### src/rtl/ifid_queue.sv
// Instruction queue between fetch and decode: a DEPTH-entry FIFO of {nPC, IR}
// pairs with valid/ready on both sides and a flush that empties it in one cycle.
module ifid_queue #(
  parameter int DEPTH    = 4,
  parameter int WIDTH_PC = 64,
  parameter int WIDTH_IR = 32
) (
  input  logic                       clk,
  input  logic                       reset,
  input  logic                       flush,
  input  logic                       in_valid,
  output logic                       in_ready,
  input  logic [WIDTH_PC-1:0]        in_nPC,
  input  logic [WIDTH_IR-1:0]        in_IR,
  output logic                       out_valid,
  input  logic                       out_ready,
  output logic [WIDTH_PC-1:0]        out_nPC,
  output logic [WIDTH_IR-1:0]        out_IR,
  output logic [$clog2(DEPTH):0]     count
);

  localparam int AW = $clog2(DEPTH);
  localparam int CW = AW + 1;

  logic [WIDTH_PC-1:0] npc_q [DEPTH];
  logic [WIDTH_PC-1:0] npc_d [DEPTH];
  logic [WIDTH_IR-1:0] ir_q  [DEPTH];
  logic [WIDTH_IR-1:0] ir_d  [DEPTH];
  logic [AW-1:0]       rd_ptr_q, rd_ptr_d;
  logic [AW-1:0]       wr_ptr_q, wr_ptr_d;
  logic [CW-1:0]       count_q, count_d;
  logic                push, pop;

  // Ready depends on occupancy alone; a pop in a full cycle frees the slot next cycle.
  assign in_ready  = (count_q != CW'(DEPTH));
  assign out_valid = (count_q != '0);
  assign out_nPC   = out_valid ? npc_q[rd_ptr_q] : '0;
  assign out_IR    = out_valid ? ir_q[rd_ptr_q]  : '0;
  assign count     = count_q;

  assign push = in_valid  & in_ready  & ~flush;
  assign pop  = out_valid & out_ready & ~flush;

  always_comb begin
    npc_d    = npc_q;
    ir_d     = ir_q;
    rd_ptr_d = rd_ptr_q;
    wr_ptr_d = wr_ptr_q;
    count_d  = count_q;
    if (flush) begin
      rd_ptr_d = '0;
      wr_ptr_d = '0;
      count_d  = '0;
    end else begin
      if (push) begin
        npc_d[wr_ptr_q] = in_nPC;
        ir_d[wr_ptr_q]  = in_IR;
        wr_ptr_d        = wr_ptr_q + AW'(1);
      end
      if (pop) begin
        rd_ptr_d = rd_ptr_q + AW'(1);
      end
      if (push && !pop) begin
        count_d = count_q + CW'(1);
      end else if (pop && !push) begin
        count_d = count_q - CW'(1);
      end
    end
  end

  always_ff @(posedge clk) begin
    if (!reset) begin
      for (int i = 0; i < DEPTH; i++) begin
        npc_q[i] <= '0;
        ir_q[i]  <= '0;
      end
      rd_ptr_q <= '0;
      wr_ptr_q <= '0;
      count_q  <= '0;
    end else begin
      npc_q    <= npc_d;
      ir_q     <= ir_d;
      rd_ptr_q <= rd_ptr_d;
      wr_ptr_q <= wr_ptr_d;
      count_q  <= count_d;
    end
  end

endmodule

### config.mk
export PLATFORM = sky130hd
export DESIGN_NAME = ifid_queue
export DESIGN_NICKNAME = d
export VERILOG_FILES = /design/src/rtl/ifid_queue.sv
export SDC_FILE = /design/constraint.sdc
export NUM_CORES = 1
export LEC_CHECK = 0
export BUFFER_PORTS_ARGS = -buffer_cell sky130_fd_sc_hd__buf_2
export CORE_ASPECT_RATIO = 1.25
export CORE_MARGIN = 1.5
export CORE_UTILIZATION = 61
export DETAILED_ROUTE_END_ITERATION = 8
export PLACE_DENSITY = 0.82
export SYNTH_ARGS = -nofsm -noshare
export SYNTH_HDL_FRONTEND = slang
export SYNTH_SLANG_ARGS = --single-unit
### constraint.sdc
create_clock -name clk -period 3.7 [get_ports clk]
set_input_delay 0.74 -clock clk [delete_from_list [all_inputs] [get_ports clk]]
set_output_delay 0.74 -clock clk [all_outputs]
set_load 0.02 [all_outputs]
# Yosys cells after proc, flatten, opt, wreduce, memory -nomap -nowiden
# Cells that the tools add are included.
# Widths: inputs -> output; s select.
[classes]
n_addsub = 4
order_cmp = 3
n_eq_ne = 1
n_mux = 16
bitwise_logic = 8
reduce_logical = 9
[op_table]
columns = ["cell", "n"]
rows = [
  ["$bwmux 256", 1],
  ["$mux 64", 4],
  ["$bmux 64 s2", 1],
  ["$bwmux 128", 1],
  ["$demux 64 s2", 1],
  ["$mux 32", 4],
  ["$bmux 32 s2", 1],
  ["$demux 32 s2", 1],
  ["$ge 3x3->1 const B", 2],
  ["$mux 3", 2],
  ["$not 2->3", 2],
  ["$add 2x1->2 const B", 2],
  ["$and 1x1->1", 4],
  ["$add 3x1->3 const B", 1],
  ["$logic_and 1x1->1", 3],
  ["$lt 3x1->1 const B", 1],
  ["$ne 3x3->1 const B", 1],
  ["$reduce_bool 3->1", 1],
  ["$sub 3x1->3 const B", 1],
  ["$logic_not 1->1", 2],
  ["$not 1->1", 2],
  ["$reduce_and 2->1", 1],
  ["$reduce_bool 2->1", 1],
  ["$reduce_or 2->1", 1],
]
[word_totals]
register_bits = 391
elab_cells = 52

# Depth between registers and ports, before layout
[logic_depth]
depth_word = 7
mapped_depth = 8
mapped_depth_nobuf = 8

# Least setup slack after synthesis
# Ideal clock, no wire load.
[synth_timing]
path_type = "flip-flop to output port"
from = "register count_q[0], in the netlist count[0]"
to = "output out_IR[0]"
t_arrival_ps = 1618
required_time_ps = 2960
slack_ps = 1342
path_stages_with_launch = 6
n_path_buf = 3
cell_sequence = "dfxtp_1 or3_1 clkbuf_1 clkbuf_1 clkbuf_1 and2_1"
[synth_via]
elab_chain_cells = 2
[synth_rtl]
columns = ["item", "line", "source"]
rows = [
  ["start, declared", "31", "logic [CW-1:0] count_q, count_d;"],
  ["start signal, assigned", "85", "count_q <= count_d;"],
  ["$reduce_bool 3->1", "36", "assign out_valid = (count_q != '0);"],
  ["$mux 32", "38", "assign out_IR = out_valid ? ir_q[rd_ptr_q] : '0;"],
  ["end, declared", "18", "output logic [WIDTH_IR-1:0] out_IR,"],
]
# No other way between the ends.

# Final worst setup path
[layout_timing]
from = "register rd_ptr_q[1]"
to = "output out_nPC[15]"
[layout_via]
elab_chain_cells = 5
[layout_rtl]
columns = ["item", "line", "source"]
rows = [
  ["start, declared", "29", "logic [AW-1:0] rd_ptr_q, rd_ptr_d;"],
  ["start signal, assigned", "83", "rd_ptr_q <= rd_ptr_d;"],
  ["$not 2->3 (not written as such)", "37", "assign out_nPC = out_valid ? npc_q[rd_ptr_q] : '0;"],
  ["$bmux 64 s2", "37", ""],
  ["$mux 64 (not written as such) (2 in a row)", "37", ""],
  ["$mux 64", "37", ""],
  ["end, declared", "17", "output logic [WIDTH_PC-1:0] out_nPC,"],
]
# No other way between the ends. The select of a mux whose other input is x is not followed.

==> impl_metrics.json <==
{
  "status": "completed",
  "critPathTopFamily": "multiplexers",
  "crit_arrival_ns": 2.36,
  "track_usage_pct": 25.8,
  "synthArstFlopShare_pct": 0,
  "num_rows": 68,
  "critPathBufInv": 2,
  "yosys.area_share.simple_pct": 14.6,
  "maxCapViolCount": 0,
  "port_buffers": 201,
  "maxSlewViolCount": 0,
  "critical_path_class": "reg -> out",
  "postSynthCellCount": 1617,
  "slowest_stage": "mux4_2",
  "cts.reportedPaths.clkPinSlew_ns": 0.06,
  "hpwl_mm": 22.6,
  "hold_buffers": 0,
  "htree_levels": 2,
  "start_util_pct": 62.2,
  "cp_max_fo": 42,
  "synth_top_family_by_area": "multiplexers",
  "drive_gt1_share_pct": 21.9,
  "critPathLaunchType": "flop",
  "min_period_ns": 3.10,
  "setup_viol": 0,
  "max_stage_delay_ns": 0.59,
  "ant_nets": 0,
  "post_cts_resized": 0,
  "viasPerCell": 5.63,
  "multi_input_area_um2": 8720,
  "endpoint_kind": "output pin",
  "die_width_um": 153,
  "nets": 1854,
  "core_um2": 27700,
  "finalClockSkew_ns": 0.0180,
  "synth_xor_area_share_pct": 0.203,
  "final_common_cell": "nand2_1",
  "ys.flop_type": "dfxtp_1",
  "crit_cells": 4,
  "holdPathStages": 2,
  "drc": 0,
  "path_cells": "buf_12 > mux4_2 > and2_1 > buf_2",
  "netlist_area_um2": 17200,
  "worstSkewPairLatency_ns": 0.52,
  "irDropWorstVdd_v": 0.000322,
  "num_io_pins": 202,
  "cts.path.max_buffers": 3,
  "yosysSeqAreaShare_pct": 45.4,
  "wire_per_inst_um": 17.8,
  "post-route-period-util_pct": 83.8,
  "slew_headroom_pct": 45.1,
  "numCtsBuffers": 39,
  "vias": 12000,
  "reg2regPathDepth": 8,
  "p_per_area_nw_per_um2": 458,
  "synth_compound_area_share_pct": 0.254,
  "synth_nets": 1724,
  "min-delay-path-class": "reg -> reg",
  "fin_hold_ws_ns": 0.455,
  "yosysWarnings": 0,
  "die_area_um2": 29300,
  "syn_area_per_cell_um2": 10.7,
  "layout_common_cells": "nand2_1, dfxtp_1, mux2i_1",
  "synth_cell_type_count": 24,
  "ff_latch_area_um2": 7840,
  "grt_pass1_wl_mm": 61.6,
  "synth_seq_cells": 391,
  "clockRootBuffer": "clkbuf_16",
  "rsz0062_at_grt": "false",
  "grt_pass1_vias": 12500,
  "areaGrowthSynthToFinish_pct": 13.9,
  "synth_edf_count": 0,
  "wl_mm": 37.8,
  "die_height_um": 191,
  "cts_tree": "done",
  "synth_area_leaders": "dfxtp_1, mux2i_1, mux4_2, nand2_1, and2_1",
  "final_hold_viol_count": 0,
  "numClockSinks": 391,
  "yosysTopAreaCell": "dfxtp_1",
  "synthMuxAreaShare_pct": 34.9,
  "drt-pass1-iter-count": 7,
  "fillers": 1982,
  "grt-ovfl-total": 0,
  "p_leak_nw": 7.25,
  "synthAdderAreaFrac_pct": 0.479,
  "worst-slew-pin-transition_ns": 0.824,
  "drtIter0Drc": 699,
  "place_congestion": 0.785,
  "antenna_found_initial": 5,
  "cts_setup_buffers": 0,
  "worstPathRequired_ns": 2.96,
  "setup-tns-final_ns": 0,
  "grt_start_max_net_pins": 197,
  "synth.top_cell.area_share_pct": 45.4,
  "fmax_ghz": 0.323
}
[registers in the layout, indices dropped and copies added, names as in the netlist]
register,count
ir_q,128
npc_q,256
rd_ptr_q,2
count,3
wr_ptr_q,2
[area by class of cell]
cell class                 count  share of cell area [%]
multi-input combinational   1091                    44.4
inverter                       4                  0.0764
antenna                        5                  0.0637
tap                          350                    2.23
clock inverter                14                   0.879
timing repair buffer         220                    6.66
clock buffer                  54                    5.83
sequential                   391                    39.9
[Yosys cell counts (2+ instances only)]
master and count:
a21oi_1 2, and2_1 96, buf_2 44, buf_4 2, buf_6 20, clkbuf_1 65, dfxtp_1 391, ha_1 5
inv_1 4, mux2i_1 385, mux4_2 96, nand2_1 480, nand2b_1 2, nor2_1 5, nor3b_1 4, o21ai_0 2
o31ai_1 2, or3_1 3, xor2_1 4
[report_power, final]
| group | internal (W) | leakage [nW] | total [W] | switching [W] |
|---|---|---|---|---|
| sequential | 0.00428 | 3.16 | 0.00432 | 0.0000413 |
| combinational | 0.000246 | 3.43 | 0.000614 | 0.000367 |
| clock | 0.00244 | 0.655 | 0.00406 | 0.00162 |
[per-stage QoR]
step | cells | utilization, % | instance area [µm²] | setup WS, ns | power (W)
after floorplan | 1617 | - | 17200 | 1.34 | 0.00483
after global placement | 2056 | 66.0 | 18300 | 1.09 | 0.00501
after detailed placement | 2056 | 66.0 | 18300 | 1.06 | 0.00503
after CTS | 2124 | 70.8 | 19600 | 0.577 | 0.00905
after global routing | 2127 | 70.8 | 19600 | 0.505 | 0.00929
final | 2129 | 70.8 | 19600 | 0.601 | 0.00899
[worst paths after layout]
kind	startpoint	end	slack [ns]
worst max-delay path	rd_ptr_q[1]	out_nPC[15]	0.60
worst min-delay path	npc_q[38]	npc_q[38]	0.45
worst max register to register	count[0]	count[2]	1.49
worst min register to register	npc_q[38]	npc_q[38]	0.45
[cell families (layout without fill, tap and decap cells)]
family / count (synthesis) / count (layout)
XOR/XNOR: 4 / 4
buffers and inverters: 135 / 292
AO/OA/AOI/OAI: 7 / 7
flip-flops: 391 / 391
adder cells (fa/ha/maj): 6 / 6
AND/OR/NAND/NOR: 593 / 593
other: 0 / 5
multiplexers: 481 / 481
[metal layers]
metal | vias to the layer above | global-route usage, % | share of wire [%]
met2 | 265 | 46.9 | 51
li1 | 5777 | - | -
met5 | - | 0 | 0.040
met4 | 2 | 9.45 | 2.5
met3 | 66 | 3.65 | 4.0
met1 | 5880 | 31.2 | 42
[worst register-to-register path: stages, from the launching register on]
cell and delay (ns):
dfxtp_1 0.41, o31ai_1 0.36, or2_2 0.17, ha_1 0.17
inv_1 0.06, fa_1 0.37, xor2_1 0.16, or3_1 0.30
a21oi_1 0.13
(Power assumes the default switching activity.)
